**config.mk**
```make
export PLATFORM = sky130hd
export DESIGN_NAME = cache_mem_burst_bridge_flat
export DESIGN_NICKNAME = d
export VERILOG_FILES = /design/src/rtl/cache_mem_burst_bridge_if.sv /design/src/rtl/cache_mem_burst_bridge.sv /design/src/flat_wrapper.sv
export SDC_FILE = /design/constraint.sdc
export NUM_CORES = 1
export LEC_CHECK = 0
export BUFFER_PORTS_ARGS = -buffer_cell sky130_fd_sc_hd__buf_2
export CORE_MARGIN = 4
export CORE_UTILIZATION = 45
export DETAILED_ROUTE_END_ITERATION = 6
export PLACE_DENSITY_LB_ADDON = 0.05
export SLEW_MARGIN = 20
export SYNTH_ARGS = -nofsm -noshare
export SYNTH_HDL_FRONTEND = slang
export SYNTH_SLANG_ARGS = --single-unit
```
**constraint.sdc**
```tcl
create_clock -name clk -period 2.85 [get_ports clk]
set_clock_uncertainty 0.05 [all_clocks]
set_input_delay 0.1425 -clock clk [delete_from_list [all_inputs] [get_ports clk]]
set_output_delay 0.1425 -clock clk [all_outputs]
set_load 0.02 [all_outputs]
```
**src/rtl/cache_mem_burst_bridge_if.sv**
```systemverilog
// Bundles the cache-side block request port and the word-wide memory bus of
// the burst bridge. The master modport is the bridge; the slave modport is the
// environment (cache controller plus memory).
interface cache_mem_burst_bridge_if #(
  parameter int unsigned ADDRSIZE  = 32,
  parameter int unsigned BLOCKSIZE = 128,
  parameter int unsigned WORDSIZE  = 32
);

  // cache-side block request
  logic                 mem_req_vld;
  logic                 mem_req_wen;
  logic [ADDRSIZE-1:0]  mem_addr;
  logic [BLOCKSIZE-1:0] mem_wr_data;
  logic [BLOCKSIZE-1:0] mem_rd_data;
  logic                 mem_req_done;

  // word-wide memory bus
  logic                 bus_cmd_vld;
  logic                 bus_cmd_rdy;
  logic                 bus_cmd_wen;
  logic [ADDRSIZE-1:0]  bus_cmd_addr;
  logic [WORDSIZE-1:0]  bus_cmd_wdata;
  logic                 bus_rsp_vld;
  logic [WORDSIZE-1:0]  bus_rsp_data;

  modport master (
    input  mem_req_vld,
    input  mem_req_wen,
    input  mem_addr,
    input  mem_wr_data,
    output mem_rd_data,
    output mem_req_done,
    output bus_cmd_vld,
    input  bus_cmd_rdy,
    output bus_cmd_wen,
    output bus_cmd_addr,
    output bus_cmd_wdata,
    input  bus_rsp_vld,
    input  bus_rsp_data
  );

  modport slave (
    output mem_req_vld,
    output mem_req_wen,
    output mem_addr,
    output mem_wr_data,
    input  mem_rd_data,
    input  mem_req_done,
    input  bus_cmd_vld,
    output bus_cmd_rdy,
    input  bus_cmd_wen,
    input  bus_cmd_addr,
    input  bus_cmd_wdata,
    output bus_rsp_vld,
    output bus_rsp_data
  );

endinterface

```
**src/rtl/cache_mem_burst_bridge.sv**
```systemverilog
// Memory-side stage of the write-back cache: turns one block request into a
// sequence of single-word bus transactions, ascending word order, one
// outstanding at a time. Fills are assembled into mem_rd_data slice by slice.
// Every output is a flop, so there is no input-to-output combinational path.
module cache_mem_burst_bridge #(
  parameter int unsigned ADDRSIZE  = 32,
  parameter int unsigned BLOCKSIZE = 128,
  parameter int unsigned WORDSIZE  = 32
) (
  input  logic                      clk,
  input  logic                      rst,
  cache_mem_burst_bridge_if.master  bif
);

  localparam int unsigned BEATS       = BLOCKSIZE / WORDSIZE;
  localparam int unsigned CNT_W       = $clog2(BEATS);
  localparam int unsigned WORD_SHIFT  = $clog2(WORDSIZE / 8);
  localparam int unsigned BLOCK_BYTES = BLOCKSIZE / 8;

  localparam logic [CNT_W-1:0]    LAST_BEAT = CNT_W'(BEATS - 1);
  localparam logic [ADDRSIZE-1:0] OFF_MASK  = ADDRSIZE'(BLOCK_BYTES - 1);

  typedef enum logic [2:0] {
    IDLE,
    WR_BEAT,
    RD_CMD,
    RD_WAIT,
    DONE
  } state_t;

  typedef logic [BEATS-1:0][WORDSIZE-1:0] block_t;

  state_t              state_q,       state_nxt;
  logic [CNT_W-1:0]    cnt_q,         cnt_nxt;
  logic [ADDRSIZE-1:0] base_q,        base_nxt;
  block_t              block_q,       block_nxt;
  block_t              rd_data_q,     rd_data_nxt;
  logic                cmd_vld_q,     cmd_vld_nxt;
  logic                cmd_wen_q,     cmd_wen_nxt;
  logic [ADDRSIZE-1:0] cmd_addr_q,    cmd_addr_nxt;
  logic [WORDSIZE-1:0] cmd_wdata_q,   cmd_wdata_nxt;
  logic                done_q,        done_nxt;

  // Word address of beat k within the block; base is block-aligned so no carry.
  function automatic logic [ADDRSIZE-1:0] beat_addr(input logic [ADDRSIZE-1:0] base,
                                                    input logic [CNT_W-1:0]    k);
    return base + (ADDRSIZE'(k) << WORD_SHIFT);
  endfunction

  // Next-state and next-output decode; bus command fields are precomputed for
  // the beat about to be presented so they can be registered.
  always_comb begin
    state_nxt     = state_q;
    cnt_nxt       = cnt_q;
    base_nxt      = base_q;
    block_nxt     = block_q;
    rd_data_nxt   = rd_data_q;
    cmd_vld_nxt   = 1'b0;
    cmd_wen_nxt   = 1'b0;
    cmd_addr_nxt  = cmd_addr_q;
    cmd_wdata_nxt = cmd_wdata_q;
    done_nxt      = 1'b0;

    case (state_q)
      IDLE: begin
        if (bif.mem_req_vld) begin
          base_nxt      = bif.mem_addr & ~OFF_MASK;
          block_nxt     = bif.mem_wr_data;
          cnt_nxt       = '0;
          cmd_vld_nxt   = 1'b1;
          cmd_wen_nxt   = bif.mem_req_wen;
          cmd_addr_nxt  = base_nxt;
          cmd_wdata_nxt = bif.mem_wr_data[WORDSIZE-1:0];
          state_nxt     = bif.mem_req_wen ? WR_BEAT : RD_CMD;
        end
      end

      WR_BEAT: begin
        cmd_vld_nxt = 1'b1;
        cmd_wen_nxt = 1'b1;
        if (bif.bus_cmd_rdy) begin
          cnt_nxt = cnt_q + CNT_W'(1);
          if (cnt_q == LAST_BEAT) begin
            cmd_vld_nxt = 1'b0;
            cmd_wen_nxt = 1'b0;
            done_nxt    = 1'b1;
            state_nxt   = DONE;
          end else begin
            cmd_addr_nxt  = beat_addr(base_q, cnt_nxt);
            cmd_wdata_nxt = block_q[cnt_nxt];
          end
        end
      end

      RD_CMD: begin
        cmd_vld_nxt = 1'b1;
        if (bif.bus_cmd_rdy) begin
          cmd_vld_nxt = 1'b0;
          state_nxt   = RD_WAIT;
        end
      end

      RD_WAIT: begin
        if (bif.bus_rsp_vld) begin
          rd_data_nxt[cnt_q] = bif.bus_rsp_data;
          cnt_nxt            = cnt_q + CNT_W'(1);
          if (cnt_q == LAST_BEAT) begin
            done_nxt  = 1'b1;
            state_nxt = DONE;
          end else begin
            cmd_vld_nxt  = 1'b1;
            cmd_addr_nxt = beat_addr(base_q, cnt_nxt);
            state_nxt    = RD_CMD;
          end
        end
      end

      DONE: begin
        state_nxt = IDLE;
      end

      default: begin
        state_nxt = IDLE;
      end
    endcase
  end

  // State, latched request and registered outputs; reset aborts any transfer.
  always_ff @(posedge clk or negedge rst) begin
    if (!rst) begin
      state_q     <= IDLE;
      cnt_q       <= '0;
      base_q      <= '0;
      block_q     <= '0;
      rd_data_q   <= '0;
      cmd_vld_q   <= 1'b0;
      cmd_wen_q   <= 1'b0;
      cmd_addr_q  <= '0;
      cmd_wdata_q <= '0;
      done_q      <= 1'b0;
    end else begin
      state_q     <= state_nxt;
      cnt_q       <= cnt_nxt;
      base_q      <= base_nxt;
      block_q     <= block_nxt;
      rd_data_q   <= rd_data_nxt;
      cmd_vld_q   <= cmd_vld_nxt;
      cmd_wen_q   <= cmd_wen_nxt;
      cmd_addr_q  <= cmd_addr_nxt;
      cmd_wdata_q <= cmd_wdata_nxt;
      done_q      <= done_nxt;
    end
  end

  assign bif.mem_rd_data   = rd_data_q;
  assign bif.mem_req_done  = done_q;
  assign bif.bus_cmd_vld   = cmd_vld_q;
  assign bif.bus_cmd_wen   = cmd_wen_q;
  assign bif.bus_cmd_addr  = cmd_addr_q;
  assign bif.bus_cmd_wdata = cmd_wdata_q;

endmodule

```
**src/flat_wrapper.sv**
```systemverilog
// flat-port wrapper written by rule: the top's interface ports become plain ports
module cache_mem_burst_bridge_flat 
#(
  parameter int unsigned ADDRSIZE  = 32,
  parameter int unsigned BLOCKSIZE = 128,
  parameter int unsigned WORDSIZE  = 32
)
  (clk, rst, bif_mem_req_vld, bif_mem_req_wen, bif_mem_addr, bif_mem_wr_data, bif_mem_rd_data, bif_mem_req_done, bif_bus_cmd_vld, bif_bus_cmd_rdy, bif_bus_cmd_wen, bif_bus_cmd_addr, bif_bus_cmd_wdata, bif_bus_rsp_vld, bif_bus_rsp_data);
  cache_mem_burst_bridge_if #(.ADDRSIZE(ADDRSIZE), .BLOCKSIZE(BLOCKSIZE), .WORDSIZE(WORDSIZE)) bif_i ();
  input  logic clk;
  input  logic rst;
  input wire logic [$bits(bif_i.mem_req_vld)-1:0] bif_mem_req_vld;
  input wire logic [$bits(bif_i.mem_req_wen)-1:0] bif_mem_req_wen;
  input wire logic [$bits(bif_i.mem_addr)-1:0] bif_mem_addr;
  input wire logic [$bits(bif_i.mem_wr_data)-1:0] bif_mem_wr_data;
  output wire logic [$bits(bif_i.mem_rd_data)-1:0] bif_mem_rd_data;
  output wire logic [$bits(bif_i.mem_req_done)-1:0] bif_mem_req_done;
  output wire logic [$bits(bif_i.bus_cmd_vld)-1:0] bif_bus_cmd_vld;
  input wire logic [$bits(bif_i.bus_cmd_rdy)-1:0] bif_bus_cmd_rdy;
  output wire logic [$bits(bif_i.bus_cmd_wen)-1:0] bif_bus_cmd_wen;
  output wire logic [$bits(bif_i.bus_cmd_addr)-1:0] bif_bus_cmd_addr;
  output wire logic [$bits(bif_i.bus_cmd_wdata)-1:0] bif_bus_cmd_wdata;
  input wire logic [$bits(bif_i.bus_rsp_vld)-1:0] bif_bus_rsp_vld;
  input wire logic [$bits(bif_i.bus_rsp_data)-1:0] bif_bus_rsp_data;
  assign bif_i.mem_req_vld = bif_mem_req_vld;
  assign bif_i.mem_req_wen = bif_mem_req_wen;
  assign bif_i.mem_addr = bif_mem_addr;
  assign bif_i.mem_wr_data = bif_mem_wr_data;
  assign bif_mem_rd_data = bif_i.mem_rd_data;
  assign bif_mem_req_done = bif_i.mem_req_done;
  assign bif_bus_cmd_vld = bif_i.bus_cmd_vld;
  assign bif_i.bus_cmd_rdy = bif_bus_cmd_rdy;
  assign bif_bus_cmd_wen = bif_i.bus_cmd_wen;
  assign bif_bus_cmd_addr = bif_i.bus_cmd_addr;
  assign bif_bus_cmd_wdata = bif_i.bus_cmd_wdata;
  assign bif_i.bus_rsp_vld = bif_bus_rsp_vld;
  assign bif_i.bus_rsp_data = bif_bus_rsp_data;
  cache_mem_burst_bridge #(.ADDRSIZE(ADDRSIZE), .BLOCKSIZE(BLOCKSIZE), .WORDSIZE(WORDSIZE)) u_core (.clk(clk), .rst(rst), .bif(bif_i));
endmodule
```
==> key figures, run 1 <==
Status
  • Status: complete, no violations

GRT
  • First-pass GRT wire length: slightly below 70 mm
  • Grt ovf: 0
  • Initial antenna violation count: 4
  • Vias in the first global route: 12100
  • Maximum number of pins on one net before global-route repair: about 120
  • Gr usage total: 0.231

CTS
  • H-tree depth: 2
  • Clk sinks: 354
  • Clock root cell: clkbuf_16
  • PostCTS Resize Cnt: 0
  • TritonCTS clock tree: built
  • Worst-Skew Late Latency: about 0.52 ns
  • Clock Pin Slew Worst Setup and Hold Paths: approximately 0.060 ns
  • CTS Buffer Depth: 3
  • Cts bufs inserted: 39

Worst setup path
  • Crit path required time: 3.20 ns
  • CP Launch Type: flip-flop
  • R2R setup slack: 0.55 ns
  • R2R depth: 3
  • CP Capture Type: flip-flop
  • Critical path class: reg2reg
  • Worst r2r dst: u_core.bif.bus_cmd_wdata[23]
  • Crit path DAT: about 2.6 ns
  • Worst flop-to-flop path startpoint: u_core.state_q[2]
  • Crit path max fanout: between 60 and 70

Timing
  • # setup viols final: 0
  • Max Slew Vio Count: 0
  • Worst Slack Setup Final: 0.552 ns
  • Crit share post-route: 0.806
  • Min Tclk post-route: 2.30 ns
  • TNS Setup: 0 ns
  • Final hold vios: 0
  • Fmax: about 440 MHz
  • Worst Max-Slew Pin Slew: 0.691 ns
  • Unrepaired setup endpoints after global routing: no
  • Slew HR: 0.539
  • Hold_ws: roughly 0.13 ns

Final layout
  • Final core occ: 0.626
  • Nets@finish: about 2000
  • Most frequent cells in the layout: nand2_1 (478), buf_2 (385), dfrtp_1 (353)
  • Share of layout cells above drive strength 1: 0.344
  • Number of fill cells in the layout: ~2700
  • Design Area, Final: between 0.02 and 0.025 mm^2
  • Layout area overhead: 35.7%
  • Final Non-Filler Cells: 2312
  • Commonest non-fill, non-tap cell in the layout: nand2_1

Placed design
  • Placed cell count: 2047
  • Final GP Congestion: 0.754
  • DP Worst Slack: around 0.53 ns
  • # port buffers: 386
  • Detailed Place HPWL: between 20 and 30 mm
  • Area post-placement: around 0.017 mm^2

Power and ir drop
  • Overall Power: ~23 mW
  • P_leak: 10.4 nW
  • Peak VDD IR: around 0.00047 V
  • Cell Pwr Density: between 1000 and 1500 mW/mm^2

Yosys
  • Synth Cell Area: between 0.015 and 0.02 mm^2
  • YS warnings: 0
  • Synth Instances: 1278
  • Synth cell types: slightly above 40
  • Mean Syn Cell Area: roughly 12 um^2
  • Yosys reg bits: ~350
  • Seq/Total Area, Yosys: 0.584

Hold path
  • Min-delay worst type: in2async

Route
  • Post-DR vias/cell: between 5 and 6
  • Routed len/inst: between 15 and 20 um
  • Vias post-DR: roughly 12000
  • TritonRoute pass-1 iters: 5
  • Initial DRC count: 558
  • DRC: 0
  • Drt total wl: 43.0 mm
  • Post-DRT Antenna Nets: 0

Die
  • IO Count: 393
  • Die Wd: 192 um
  • Cell Rows: between 60 and 70
  • Core area: 0.0329 mm^2
  • Initial Util: 0.461
  • Die span in y: 192 um
  • Die Area: about 0.037 mm^2

Job
  • Max-capacitance violation count: 0
==> where the power goes <==
part	switching (mW)	internal (mW)	total (mW)
clock network	1.95	2.88	4.83
registers	1.22	7.43	8.65
logic	5.47	4.23	9.70
==> flip-flops by register name (all words and copies together), names as in the netlist, 2 cells and up <==
register	count
u_core.bif.mem_rd_data	128
u_core.block_q	128
u_core.bif.bus_cmd_wdata	32
u_core.bif.bus_cmd_addr	30
u_core.base_q	28
u_core.state_q	3
u_core.cnt_q	2
==> kinds of logic after synthesis <==
family	Yosys count	share of synthesized area
XOR/XNOR	1	0.000578
buffers and inverters	96	0.0406
multiplexers	165	0.152
AO/OA/AOI/OAI	102	0.0598
flip-flops	354	0.584
other	1	0.000247
adder cells (fa/ha/maj)	5	0.00413
AND/OR/NAND/NOR	554	0.158
==> routing by layer <==
metal,global-route usage,share of wire,vias to the layer above
met5,0,0,-
met4,0.0843,0.036,0
met3,0.0471,0.068,88
met2,0.382,0.47,390
met1,0.305,0.42,5724
li1,-,-,5524
==> cells in the mapped netlist <==
| library cell | n | area share |
|---|---|---|
| nand2_1 | 478 | 0.12 |
| dfrtp_1 | 354 | 0.58 |
| mux2_2 | 128 | 0.095 |
| buf_2 | 36 | 0.012 |
| or3_1 | 35 | 0.014 |
| o21ai_0 | 33 | 0.011 |
| o221a_1 | 32 | 0.024 |
| clkbuf_1 | 28 | 0.0069 |
| mux4_1 | 24 | 0.042 |
| a2bb2oi_1 | 20 | 0.012 |
| buf_6 | 20 | 0.015 |
| or4b_2 | 17 | 0.011 |
| or4b_1 | 12 | 0.0079 |
| a2bb2oi_2 | 8 | 0.0079 |
| mux4_2 | 8 | 0.012 |
| ha_1 | 5 | 0.0041 |
| inv_1 | 5 | 0.0012 |
| mux2i_1 | 5 | 0.0033 |
| buf_12 | 3 | 0.0040 |
| buf_4 | 3 | 0.0015 |
| nand2b_1 | 2 | 0.00083 |
| nor3_1 | 2 | 0.00066 |
| o31ai_1 | 2 | 0.00099 |
| a211o_1 | 1 | 0.00058 |
| a21oi_1 | 1 | 0.00033 |
| a221o_1 | 1 | 0.00066 |
| a22o_1 | 1 | 0.00058 |
| and4b_1 | 1 | 0.00066 |
| buf_1 | 1 | 0.00025 |
| conb_1 | 1 | 0.00025 |
| nand3_1 | 1 | 0.00033 |
| nand3b_1 | 1 | 0.00050 |
| nand4bb_1 | 1 | 0.00074 |
| nor2_1 | 1 | 0.00025 |
| nor2b_1 | 1 | 0.00041 |
| nor4b_2 | 1 | 0.00099 |
| o21ai_2 | 1 | 0.00058 |
| o31ai_4 | 1 | 0.0014 |
| o32ai_1 | 1 | 0.00058 |
| or4b_4 | 1 | 0.00091 |
| xnor2_1 | 1 | 0.00058 |
==> worst max-delay path, cell delays in order (launching register included) <==
cell     delay (ns)
dfrtp_1        0.48
or4b_4         0.82
buf_4          0.42
o221a_1        0.35
==> timing repair <==
| action | in CTS | in global routing |
|---|---|---|
| hold endpoints to repair | 544 | 0 |
| buffers inserted | 0 | 0 |
| hold buffers | 192 | 0 |
==> how the worst max path moves through the flow <==
stage                      start                           end  slack (ns)
3_5_place_dp     u_core.cnt_q[0]  u_core.bif.bus_cmd_wdata[23]        0.53
2_1_floorplan    u_core.cnt_q[0]  u_core.bif.bus_cmd_wdata[20]        0.38
5_1_grt          u_core.cnt_q[0]  u_core.bif.bus_cmd_wdata[18]        0.45
3_3_place_gp   u_core.state_q[2]  u_core.bif.bus_cmd_wdata[17]        0.57
6_report       u_core.state_q[2]  u_core.bif.bus_cmd_wdata[23]        0.55
4_1_cts          u_core.cnt_q[0]  u_core.bif.bus_cmd_wdata[23]        0.53
==> layout make-up <==
type                       count  area [um^2]  share of cell area
sequential                   354         8860               0.431
timing repair buffer         609         4180               0.203
tap                          442          553              0.0269
clock inverter                 6         55.1             0.00268
inverter                       5         18.8            0.000912
clock buffer                  62         1160              0.0566
antenna                        5         12.5            0.000608
multi-input combinational    829         5720               0.278
Note: power is estimated with default switching activity, not from simulation.
==> run 2: changes to the inputs <==
- clock period: 2.85 -> 1.85 ns (I/O delays scaled with it)
==> run 2 against run 1 <==
The flow now finishes with violations (setup timing). Count of clock-buffer cells in the layout fell by 1. Final area rose by 4.8%. Global-route usage rose by 0.21 points. Power rose by 62%. Critical path type unchanged. Worst setup slack got worse by 0.65 ns. Critical path depth rose by 3. Die area did not move. Clock power rose by 60%.
==> key figures, run 2 (synthesis results as in run 1) <==
Timing
  • # setup viols final: 53
  • Worst Slack Setup Final: -0.0975 ns
  • Min Tclk post-route: between 1.5 and 2 ns
  • Fmax: 513 MHz
  • Unrepaired setup endpoints after global routing: yes
  • Max Slew Vio Count: 0
  • Final hold vios: 0
  • Crit share post-route: 1.05

Die
  • Die Wd: roughly 190 um
  • IO Count: just under 400
  • Die Area: approximately 0.037 mm^2
  • Cell Rows: 66
  • Core area: 0.0329 mm^2
  • Initial Util: 0.461
  • Die span in y: 192 um

Route
  • DRC: 0
  • Drt total wl: roughly 45 mm
  • Post-DRT Antenna Nets: 0
  • Initial DRC count: 691
  • Post-DR vias/cell: ~5.1
  • TritonRoute pass-1 iters: 4
  • Vias post-DR: around 12000
  • Routed len/inst: approximately 19 um

Worst setup path
  • CP Launch Type: flip-flop
  • Buf+Inv Stages, Crit Path: 2
  • Slowest Stage Delay on Critical Path: around 0.50 ns
  • Critical path class: reg2reg
  • R2R setup slack: -0.1 ns
  • R2R depth: 6
  • Worst path cell trace: inv_6 -> ha_4 -> buf_12 -> mux4_2 -> or3_1 -> o221a_1
  • Crit path max fanout: 12
  • Crit path required time: between 2 and 2.5 ns
  • Worst r2r dst: u_core.bif.bus_cmd_wdata[27]
  • Critical path's top delay family: flip-flops
  • Worst path slowest cell: dfrtp_2
  • Worst flop-to-flop path startpoint: u_core.cnt_q[0]
  • Crit path DAT: ~2.3 ns
  • Critical path launch point: u_core.cnt_q[0]
  • CP Capture Type: flip-flop

Power and ir drop
  • Overall Power: ~38 mW
  • Cell Pwr Density: ~1700 mW/mm^2
  • Peak VDD IR: roughly 0.00083 V
  • P_leak: about 11 nW

GRT
  • Maximum number of pins on one net before global-route repair: 70
  • Grt ovf: 0
  • First-pass GRT wire length: roughly 68 mm
  • Met3 Use GR: 0.0435
  • Initial antenna violation count: 3
  • Met1 Resource Use GR: 0.304
  • Global Route met2 Usage: 0.401
  • Global routing's busiest layer: met2
  • Gr usage total: 0.233
  • Vias in the first global route: about 12000

CTS
  • Cts bufs inserted: 40
  • Clock root cell: clkbuf_16
  • Worst-Skew Late Latency: roughly 0.52 ns
  • Clk sinks: 354
  • Clock Pin Slew Worst Setup and Hold Paths: ~0.060 ns
  • CTS Buffer Depth: 3
  • H-tree depth: 2
  • TritonCTS clock tree: built

Placed design
  • Detailed Place HPWL: around 29 mm
  • # port buffers: between 300 and 400
  • Final GP Congestion: around 0.8
  • Placed cell count: 2080
  • Area post-placement: ~0.018 mm^2
  • DP Worst Slack: -0.0874 ns

Final layout
  • Layout area overhead: 42.2%
  • Nets@finish: approximately 2100
  • Commonest non-fill, non-tap cell in the layout: nand2_1
  • Share of layout cells above drive strength 1: 0.374
  • Number of fill cells in the layout: 2649
  • Final Non-Filler Cells: 2360
  • Design Area, Final: 0.0216 mm^2
  • Most frequent cells in the layout: nand2_1 (475), buf_2 (385), dfrtp_1 (351)

Status
  • Status: complete, but fails checks
  • Failing checks: setup timing

Hold path
  • Min-delay worst type: in2async

Job
  • Max-capacitance violation count: 0
[run 2: layout make-up]
cell class                      instances  area, um^2  area share
Antenna cell                            1        2.50    0.000116
Clock buffer                           61        1200      0.0557
Clock inverter                         10        85.1     0.00395
Inverter                                5        23.8     0.00110
Multi-Input combinational cell        830        5860       0.272
Sequential cell                       354        8860       0.411
Tap cell                              442         553      0.0256
Timing Repair Buffer                  657        4970       0.231
[run 2: worst register-to-register path, delay by kind of cell, from the launching register on]
| family | cells | cell delay [ns] |
|---|---|---|
| flip-flops | 1 | 0.50 |
| AND/OR/NAND/NOR | 1 | 0.36 |
| adder cells (fa/ha/maj) | 1 | 0.31 |
| multiplexers | 1 | 0.28 |
| buffers and inverters | 2 | 0.20 |
| AO/OA/AOI/OAI | 1 | 0.13 |
[run 2: through the flow]
| stage | utilization | setup TNS (ns) | hold WS (ns) |
|---|---|---|---|
| finish | 0.656 | -1.89 | 0.0137 |
| global route | 0.656 | -5.54 | 0.0389 |
| CTS | 0.644 | -2.96 | 0.0165 |
| detailed placement | 0.546 | -2.86 | -0.0319 |
| global placement | 0.546 | -1.31 | -0.0287 |
| floorplan | - | -7.56 | -0.253 |
[run 2: power breakdown]
part / switching, mW / internal, mW / leakage, nW / total, mW
Sequential: 1.98 / 11.5 / 4.38 / 13.4
Combinational: 8.82 / 7.59 / 5.88 / 16.4
Clock: 3.10 / 4.61 / 0.636 / 7.71
Total: 13.9 / 23.7 / 10.9 / 37.6
[run 2: worst max path at each step]
stage                                               to  cells past startpoint
final                     u_core.bif.bus_cmd_wdata[27]                      6
after global placement     u_core.bif.bus_cmd_addr[21]                      5
after floorplan           u_core.bif.bus_cmd_wdata[20]                      9
after detailed placement  u_core.bif.bus_cmd_wdata[27]                      6
after global routing      u_core.bif.bus_cmd_wdata[27]                      6
after CTS                 u_core.bif.bus_cmd_wdata[27]                      6
[run 2: timing repair]
item                                    4_1_cts  5_1_grt
pin swaps                                     2        3
gates cloned                                  0        9
hold endpoints to repair                    702        0
endpoints found under the setup margin       64      194
buffers inserted                              1        6
resized for setup                             5       40
hold buffers                                192        0
[run 2: per-layer routing]
layer	part of all wire	up-vias	wire length, um
li1	-	5613	-
met1	0.42	5975	19100
met2	0.49	402	22400
met3	0.061	80	2790
met4	0.026	4	1170
met5	0.00066	-	30
